--- config.mk ---
export PLATFORM = sky130hd
export DESIGN_NAME = vc_release_tracker
export DESIGN_NICKNAME = d
export VERILOG_FILES = /design/src/rtl/vc_release_tracker_pkg.sv /design/src/rtl/vc_release_slot.sv /design/src/rtl/vc_release_tracker.sv
export SDC_FILE = /design/constraint.sdc
export NUM_CORES = 1
export LEC_CHECK = 0
export BUFFER_PORTS_ARGS = -buffer_cell sky130_fd_sc_hd__buf_4
export CORE_ASPECT_RATIO = 0.5
export CORE_MARGIN = 4
export CORE_UTILIZATION = 55
export DETAILED_ROUTE_END_ITERATION = 8
export PLACE_DENSITY = 0.75
export SYNTH_ARGS = -nofsm -noshare
export SYNTH_HDL_FRONTEND = slang
export SYNTH_HIERARCHICAL = 1
export SYNTH_SLANG_ARGS = --single-unit
--- constraint.sdc ---
create_clock -name i_clk -period 6.5 [get_ports i_clk]
set_clock_uncertainty 0.05 [all_clocks]
set_input_delay 0.325 -clock i_clk [delete_from_list [all_inputs] [get_ports i_clk]]
set_output_delay 0.325 -clock i_clk [all_outputs]
set_load 0.1 [all_outputs]
--- src/rtl/vc_release_tracker_pkg.sv ---
// Shared types and helpers for the VC release tracker: per-VC state encoding
// and a constant-evaluable bit-width function.
package vc_release_tracker_pkg;

  typedef enum logic [1:0] {
    VcIdle   = 2'd0,
    VcActive = 2'd1,
    VcDrain  = 2'd2,
    VcPend   = 2'd3
  } vc_state_e;

  // Number of bits needed to represent value (minimum 1).
  function automatic int unsigned clogb2(input int unsigned value);
    int unsigned bits;
    bits = 1;
    for (int unsigned i = 1; i < 32; i++) begin
      if ((value >> i) != 0) bits = i + 1;
    end
    return bits;
  endfunction

endpackage

--- src/rtl/vc_release_slot.sv ---
// One VC of the release tracker: packet-lifecycle FSM, occupancy counter and
// the protocol-violation terms for that VC.
module vc_release_slot
  import vc_release_tracker_pkg::*;
#(
  parameter int unsigned BUFFER_DEPTH = 8,
  parameter int unsigned LOG_DEPTH    = clogb2(BUFFER_DEPTH)
) (
  input  logic i_clk,
  input  logic i_rst_n,
  input  logic i_enable,
  input  logic i_arr,
  input  logic i_head,
  input  logic i_tail,
  input  logic i_dep,
  input  logic i_dep_tail,
  input  logic i_grant,
  output logic o_pend,
  output logic o_busy,
  output logic o_err
);

  localparam logic [LOG_DEPTH-1:0] FULL = LOG_DEPTH'(BUFFER_DEPTH);

  vc_state_e            r_state, w_state_d;
  logic [LOG_DEPTH-1:0] r_cnt, w_cnt_d;
  logic                 w_arr_ok, w_dep_ok;

  always_comb begin
    w_state_d = r_state;
    w_cnt_d   = r_cnt;
    w_arr_ok  = 1'b0;
    w_dep_ok  = 1'b0;
    o_err     = 1'b0;

    // Classify events; a rejected event only raises the error term.
    unique case (r_state)
      VcIdle: begin
        w_arr_ok = i_arr & i_head;
        o_err    = (i_arr & ~i_head) | i_dep;
      end
      VcActive, VcDrain: begin
        w_arr_ok = i_arr & ~i_head;
        w_dep_ok = i_dep;
        o_err    = i_arr & i_head;
      end
      VcPend: begin
        w_arr_ok = i_arr & ~i_head;
        o_err    = (i_arr & i_head) | i_dep;
      end
      default: ;
    endcase

    if (w_arr_ok && !w_dep_ok) begin
      if (r_cnt == FULL) o_err = 1'b1;
      else               w_cnt_d = r_cnt + 1'b1;
    end else if (w_dep_ok && !w_arr_ok) begin
      if (r_cnt == '0) o_err = 1'b1;
      else             w_cnt_d = r_cnt - 1'b1;
    end

    // A departing tail must leave the buffer empty; resynchronise if not.
    if (w_dep_ok && i_dep_tail) begin
      if (w_cnt_d != '0) o_err = 1'b1;
      w_cnt_d = '0;
    end

    unique case (r_state)
      VcIdle: if (w_arr_ok) w_state_d = i_tail ? VcDrain : VcActive;
      VcActive: begin
        if (w_dep_ok && i_dep_tail) begin
          o_err     = 1'b1;
          w_state_d = VcPend;
        end else if (w_arr_ok && i_tail) begin
          w_state_d = VcDrain;
        end
      end
      VcDrain: if (w_dep_ok && i_dep_tail) w_state_d = VcPend;
      VcPend:  if (i_grant) w_state_d = VcIdle;
      default: ;
    endcase

    o_pend = (r_state == VcPend);
    o_busy = (r_state != VcIdle);
  end

  always_ff @(posedge i_clk or negedge i_rst_n) begin
    if (!i_rst_n) begin
      r_state <= VcIdle;
      r_cnt   <= '0;
    end else if (i_enable) begin
      r_state <= w_state_d;
      r_cnt   <= w_cnt_d;
    end
  end

endmodule

--- src/rtl/vc_release_tracker.sv ---
// Router input-port VC release tracker: follows each VC's packet through its
// buffer and returns a registered one-cycle free pulse when the tail leaves.
module vc_release_tracker
  import vc_release_tracker_pkg::*;
#(
  parameter  int unsigned NVCS         = 2,
  parameter  int unsigned BUFFER_DEPTH = 8,
  localparam int unsigned LOG_NVCS     = clogb2(NVCS - 1),
  localparam int unsigned LOG_DEPTH    = clogb2(BUFFER_DEPTH)
) (
  input  logic                i_clk,
  input  logic                i_rst_n,
  input  logic                i_enable,
  input  logic                i_in_valid,
  input  logic [LOG_NVCS-1:0] i_in_vc,
  input  logic                i_in_head,
  input  logic                i_in_tail,
  input  logic                i_out_valid,
  input  logic [LOG_NVCS-1:0] i_out_vc,
  input  logic                i_out_tail,
  output logic                o_free,
  output logic [LOG_NVCS-1:0] o_free_vc,
  output logic [NVCS-1:0]     o_vc_busy,
  output logic                o_error
);

  logic                r_free;
  logic [LOG_NVCS-1:0] r_free_vc;
  logic                r_error;

  logic                w_in_ok, w_out_ok, w_range_err;
  logic [NVCS-1:0]     w_pend, w_busy, w_err, w_grant;
  logic                w_any;
  logic [LOG_NVCS-1:0] w_win_idx;

  // Out-of-range indices only exist when NVCS is not a power of two.
  if (NVCS == (1 << LOG_NVCS)) begin : g_full_range
    assign w_in_ok  = 1'b1;
    assign w_out_ok = 1'b1;
  end else begin : g_part_range
    assign w_in_ok  = (32'(i_in_vc) < NVCS);
    assign w_out_ok = (32'(i_out_vc) < NVCS);
  end

  assign w_range_err = (i_in_valid & ~w_in_ok) | (i_out_valid & ~w_out_ok);

  for (genvar g = 0; g < NVCS; g++) begin : g_slot
    vc_release_slot #(
      .BUFFER_DEPTH(BUFFER_DEPTH),
      .LOG_DEPTH   (LOG_DEPTH)
    ) u_slot (
      .i_clk      (i_clk),
      .i_rst_n    (i_rst_n),
      .i_enable   (i_enable),
      .i_arr      (i_in_valid & w_in_ok & (i_in_vc == LOG_NVCS'(g))),
      .i_head     (i_in_head),
      .i_tail     (i_in_tail),
      .i_dep      (i_out_valid & w_out_ok & (i_out_vc == LOG_NVCS'(g))),
      .i_dep_tail (i_out_tail),
      .i_grant    (w_grant[g]),
      .o_pend     (w_pend[g]),
      .o_busy     (w_busy[g]),
      .o_err      (w_err[g])
    );
  end

  // Fixed-priority release: lowest-index pending VC wins.
  always_comb begin
    w_any     = 1'b0;
    w_win_idx = '0;
    w_grant   = '0;
    for (int unsigned v = 0; v < NVCS; v++) begin
      if (w_pend[v] && !w_any) begin
        w_any      = 1'b1;
        w_win_idx  = LOG_NVCS'(v);
        w_grant[v] = i_enable;
      end
    end
  end

  always_ff @(posedge i_clk or negedge i_rst_n) begin
    if (!i_rst_n) begin
      r_free    <= 1'b0;
      r_free_vc <= '0;
      r_error   <= 1'b0;
    end else if (i_enable) begin
      r_free    <= w_any;
      r_free_vc <= w_win_idx;
      r_error   <= r_error | (|w_err) | w_range_err;
    end else begin
      r_free    <= 1'b0;
      r_free_vc <= '0;
    end
  end

  assign o_free    = r_free;
  assign o_free_vc = r_free_vc;
  assign o_vc_busy = w_busy;
  assign o_error   = r_error;

endmodule

==> impl_metrics.yaml, run 1 <==
setup_path:
  end_kind: "flip-flop"
  cp_slowest_cell: "or4_4"
  crit_type: "flip-flop to flip-flop"
  r2r_cells: 10
  critPathBufInv: 1
  crit_chain: "inv_1, ha_1, and2_1, or4_4, nand2_1, o22ai_2, nor4_2, o21ai_1, o21ai_1, nand2b_1"
  crit_top_cell: "o21ai_1"
  crit_arrival_ps: 2610
  cp.required_ps: 6590
  rr_startpoint: "g_slot[1].u_slot/r_state[0]"
  reg2reg_to: "o_error"
  crit_path_start_kind: "flip-flop"
  crit_fanout: 6
  slowest_delay_ps: 530
  critical-path-top-delay-family: "simple AND/OR/NAND/NOR gates"
  regToRegSetupSlack_ps: 3990
yosys:
  synth_largest_area_cell: "dfrtp_1"
  yosysTopAreaCellShare: 0.247
  synth_edf_count: 0
  ys_ff_latch: 15
  yosys_warnings: 6
  netlist_instances: 185
  synthTopCellsByArea: "dfrtp_1 (25%), ha_1 (12%), nand3_1 (4.6%), o21ai_0 (4.6%), nand2_1 (3.7%)"
  async_flop_share: 1.00
  synth_area_sq_um: 1520
  yosysSeqAreaShare: 0.247
  synth_ff_type: "dfrtp_1"
  syn_area_per_cell_sq_um: 8.22
  ys_types: 40
  synthesis.nets: 209
global_route:
  overflow: 0
  grt_pass1_wl_microns: 5620
  grt_usage: 0.201
  grt_pass1_vias: 1238
  antenna_found_initial: 0
  grt_max_degree: 23
timing:
  tightest_slew_ps: 558
  clock.fmax_ghz: 0.398
  layout_min_cycle_time_ps: 2510
  rsz0062_at_grt: "false"
  slew_violations: 0
  setup_viol: 0
  fin_setup_tns_ps: 0
  slew_headroom: 0.627
  period_share: 0.386
  final-hold-violation-count: 0
clock_network:
  cts_num_sinks: 15
  cts_buffer_depth: 2
  insertion_delay_ps: 250
  clk_pin_slew_ps: 70
  root_buffer: "clkbuf_8"
  cts_resized: 0
  cts_max_level: 1
  cts_tree: "yes"
  postCtsSetupRepairBufs: 0
  cts_buffers: 3
pwr:
  total_power_w: 0.000778
  p_leak_nw: 0.713
  pwr-share-seq: 0.229
  swShare: 0.541
  ir_drop_v: 0.000228
  p_clk_frac: 0.101
  p_per_area_nw_per_um2: 462
  p_int_w: 0.000357
  power_frac_comb: 0.670
  power_switching_w: 0.000421
placed_design:
  port_buffers: 14
  dp_cells: 230
  gp_congestion: 0.881
  dp_hpwl_microns: 2540
routing:
  dr_total_vias: 1417
  drtIter0Drc: 169
  wirelength_microns: 3440
  drt-vias-per-instance: 6.03
  wl_per_cell_microns: 14.6
  antenna_left: 0
  drc: 0
  firstDrtPassIters: 4
die:
  pin_count: 15
  die-area_sq_um: 3720
  start_util: 0.581
  die_w_microns: 82.4
  die_y_microns: 45.2
  std_cell_rows: 13
  core_area_sq_um: 2620
min_path:
  min_path_cells: 2
  worstHoldStart: "i_enable"
  hold_end: "o_free"
  hold_class: "input pin to flip-flop"
final_layout:
  final_cells: 235
  drive_gt1_frac: 0.162
  most-common-layout-cells: "nand2_1 (15), dfrtp_1 (15)"
  final_util: 0.642
  antenna_cells: 0
  area_growth_pct: 10.6
  fillers: 221
  fin_nets: 223
run_status:
  status: "complete, no violations"
flow_run:
  cap_violations: 0
metal layers:
| layer | vias up | routed length [microns] | global-route usage |
|---|---|---|---|
| met5 | - | 0 | 0 |
| met4 | 0 | 17 | 0.0563 |
| met3 | 2 | 178 | 0.0418 |
| met2 | 29 | 1430 | 0.296 |
| met1 | 675 | 1820 | 0.295 |
| li1 | 711 | - | - |
timing repair:
| action | CTS | global route |
|---|---|---|
| endpoints found under the hold margin | 15 | 0 |
| hold buffers | 1 | 0 |
| endpoints found under the setup margin | 0 | 0 |
per-stage QoR:
step	setup WS [ps]	hold WS, ps	cell area [sq um]
6_report	3990	372	1680
5_1_grt	3890	369	1680
4_1_cts	4010	360	1680
3_5_place_dp	4010	150	1630
3_3_place_gp	4040	149	1630
2_1_floorplan	4220	-20.6	1520
registers in the layout (all words and copies together) (netlist names):
name / cells
o_error: 1
g_slot.u_slot/r_cnt: 8
o_free_vc: 1
g_slot.u_slot/r_state: 4
o_free: 1
Yosys cell counts (3+ instances only):
cell type,n
o31a_1,4
o21ai_0,14
a21oi_1,8
nand2_1,15
o21ai_1,5
o21ai_2,4
and2_1,4
nand2b_1,3
nor2_1,9
nand4_1,6
nor2b_1,4
inv_1,14
mux2i_1,4
a211oi_1,4
nand3_1,14
ha_1,14
dfrtp_1,15
power groups by stage:
stage | combinational [W] | clock (W) | sequential, W
after floorplan | 0.000413 | 0 | 0.000185
after CTS | 0.000514 | 0.0000811 | 0.000176
after global placement | 0.000508 | 0 | 0.000175
after global routing | 0.000571 | 0.0000884 | 0.000183
final | 0.000521 | 0.0000784 | 0.000178
after detailed placement | 0.000511 | 0 | 0.000178
worst max-delay path by stage:
stage              end                   startpoint  cells past startpoint  slack [ps]
4_1_cts        o_error  g_slot[1].u_slot/r_state[0]                     10        4010
6_report       o_error  g_slot[1].u_slot/r_state[0]                     10        3990
3_5_place_dp   o_error  g_slot[1].u_slot/r_state[0]                     10        4010
3_3_place_gp   o_error  g_slot[1].u_slot/r_state[0]                     10        4040
2_1_floorplan  o_error  g_slot[1].u_slot/r_state[0]                     10        4220
5_1_grt        o_error  g_slot[0].u_slot/r_state[0]                     10        3890
cell families (layout without fill, tap and decap cells):
logic type / count (synthesis) / in the layout / share of synthesized area
AO/OA/AOI/OAI: 58 / 58 / 0.260
AND/OR/NAND/NOR: 70 / 70 / 0.254
multiplexers: 4 / 4 / 0.0263
flip-flops: 15 / 15 / 0.247
buffers and inverters: 20 / 33 / 0.0642
XOR/XNOR: 4 / 4 / 0.0329
adder cells (fa/ha/maj): 14 / 14 / 0.115
layout make-up:
class	instances	area, sq um	area share
Clock buffer	4	45.0	0.0268
Inverter	14	52.6	0.0313
Multi-Input combinational cell	150	1050	0.623
Sequential cell	15	375	0.223
Tap cell	37	46.3	0.0275
Timing Repair Buffer	15	115	0.0685
(Power assumes the default switching activity.)
==> inputs of run 2 (changes only) <==
--- a/config.mk
+++ b/config.mk
@@ -8,9 +8,9 @@
 export BUFFER_PORTS_ARGS = -buffer_cell sky130_fd_sc_hd__buf_4
 export CORE_ASPECT_RATIO = 0.5
 export CORE_MARGIN = 4
-export CORE_UTILIZATION = 55
+export CORE_UTILIZATION = 53
 export DETAILED_ROUTE_END_ITERATION = 8
-export PLACE_DENSITY = 0.75
+export PLACE_DENSITY = 0.76
 export SYNTH_ARGS = -nofsm -noshare
 export SYNTH_HDL_FRONTEND = slang
 export SYNTH_HIERARCHICAL = 1
==> constraint.sdc (replaced) <==
create_clock -name i_clk -period 2.3 [get_ports i_clk]
set_clock_uncertainty 0.05 [all_clocks]
set_input_delay 0.115 -clock i_clk [delete_from_list [all_inputs] [get_ports i_clk]]
set_output_delay 0.115 -clock i_clk [all_outputs]
set_load 0.1 [all_outputs]
==> impl_metrics.yaml, run 2 (synthesis gave the netlist of run 1 again) <==
clock_network:
  insertion_delay_ps: 260
  cts_tree: "yes"
  cts_num_sinks: 15
  cts_max_level: 1
  clk_pin_slew_ps: 70
  cts_buffers: 3
  cts_buffer_depth: 2
  root_buffer: "clkbuf_8"
routing:
  wl_per_cell_microns: 14.6
  wirelength_microns: 3740
  drc: 0
  dr_total_vias: 1469
  antenna_left: 0
  drt-vias-per-instance: 5.76
  drtIter0Drc: 66
  firstDrtPassIters: 4
final_layout:
  fillers: 212
  layout_commonest_cell: "buf_4"
  most-common-layout-cells: "buf_4 (34), nand2_1 (15), dfrtp_1 (15)"
  drive_gt1_frac: 0.266
  regMostFlops: "g_slot.u_slot/r_cnt"
  top_regs: "g_slot.u_slot/r_cnt: 8 flops, g_slot.u_slot/r_state: 4 flops"
  fin_nets: 243
  ff_latch_area_sq_um: 375
  multiInputGateArea_sq_um: 1070
  final_cells: 255
  area_growth_pct: 22.3
  antenna_cells: 0
  largest_reg_flops: 8
  stdcell_area_sq_um: 1860
global_route:
  grt_pass1_wl_microns: 6430
  antenna_found_initial: 0
  grt_usage: 0.209
  grt_max_degree: 23
  grt_pass1_vias: 1415
  overflow: 0
  grt-busiest-layer: "met2"
  grt_util_met3: 0.0307
  use_met1: 0.279
  met2_usage: 0.368
setup_path:
  slowest_delay_ps: 510
  crit_chain: "inv_2, ha_1, and2_1, or4_4, nand2_1, o22ai_2, nor4_2, o21ai_1, o21ai_1, nand2b_1"
  crit_path_start_kind: "flip-flop"
  cp.required_ps: 2400
  end_kind: "flip-flop"
  cp.depth: 10
  critPathBufInv: 1
  crit_fanout: 3
  crit_arrival_ps: 2270
  crit_top_cell: "o21ai_1"
  r2r_cells: 10
  critical-path-top-delay-family: "simple AND/OR/NAND/NOR gates"
  crit_type: "flip-flop to flip-flop"
  cp_slowest_cell: "or4_4"
die:
  start_util: 0.570
  die-area_sq_um: 3840
  core_area_sq_um: 2670
  std_cell_rows: 13
  die_y_microns: 45.9
  pin_count: 15
  die_w_microns: 83.7
timing:
  slew_violations: 0
  layout_min_cycle_time_ps: 2170
  period_share: 0.942
  clock.fmax_ghz: 0.461
  setup_viol: 0
  final-hold-violation-count: 0
  fin_setup_tns_ps: 0
  tightest_slew_ps: 330
  worst_slack_ps: 133
  slew_headroom: 0.780
flow_run:
  cap_violations: 0
pwr:
  p_leak_nw: 0.817
  p_per_area_nw_per_um2: 1340
  total_power_w: 0.00249
  ir_drop_v: 0.000871
placed_design:
  port_buffers: 14
  placed_cell_area_sq_um: 1780
  dp_hpwl_microns: 2860
  dpl_worst_slack_ps: 48.5
  gp_congestion: 0.831
  dp_cells: 250
min_path:
  hold_class: "input pin to flip-flop"
  min_path_cells: 2
run_status:
  status: "complete, no violations"
## run 2: routing by layer
metal / vias to the layer above / share of wire
met5: - / 0
met4: 0 / 0.0051
met3: 2 / 0.056
met2: 38 / 0.45
met1: 683 / 0.48
li1: 746 / -
## run 2: per-stage QoR
step,utilization,hold WS [ps]
after CTS,0.687,151
after floorplan,-,-231
after global placement,0.666,-66.8
after detailed placement,0.666,-62.9
after global routing,0.697,168
final,0.697,160
## run 2: worst reg2reg max path, delay by kind of cell, from the launching register on
| kind | cells | cell delay, ps |
|---|---|---|
| simple gates | 5 | 980 |
| flops | 1 | 350 |
| compound gates | 3 | 320 |
| fa+ha+maj | 1 | 310 |
| buf+inv | 1 | 60 |
## run 2: layout make-up
class                   count  share of cell area
repair buffers             35               0.143
clock buffers               3              0.0222
inverters                  14              0.0283
flip-flops and latches     15               0.202
well taps                  37              0.0249
multi-input cells         150               0.577
clock inverters             1             0.00269
## run 2: what timing repair did
| action | 4_1_cts | 5_1_grt |
|---|---|---|
| setup endpoints to repair | 0 | 1 |
| endpoints found under the hold margin | 15 | 0 |
| hold buffers | 1 | 0 |
| setup buffers | 0 | 0 |
| resized for setup | 0 | 7 |
## run 2: path summary, 6_finish.rpt
check                                            startpoint                   endpoint  slack (ps)
min in group asynchronous                           i_rst_n  g_slot[1].u_slot/r_cnt[3]         210
worst max-delay path            g_slot[1].u_slot/r_state[0]                    o_error         130
worst max register to register  g_slot[1].u_slot/r_state[0]                    o_error         130
worst min register to register                      o_error                    o_error         430
max in group asynchronous                           i_rst_n  g_slot[1].u_slot/r_cnt[2]        1790
worst min-delay path                               i_enable                     o_free         160
## run 2: where the power goes
| part | switching, W | internal, W |
|---|---|---|
| clock network | 0.000103 | 0.000120 |
| registers | 0.000109 | 0.000364 |
| logic | 0.00106 | 0.000738 |
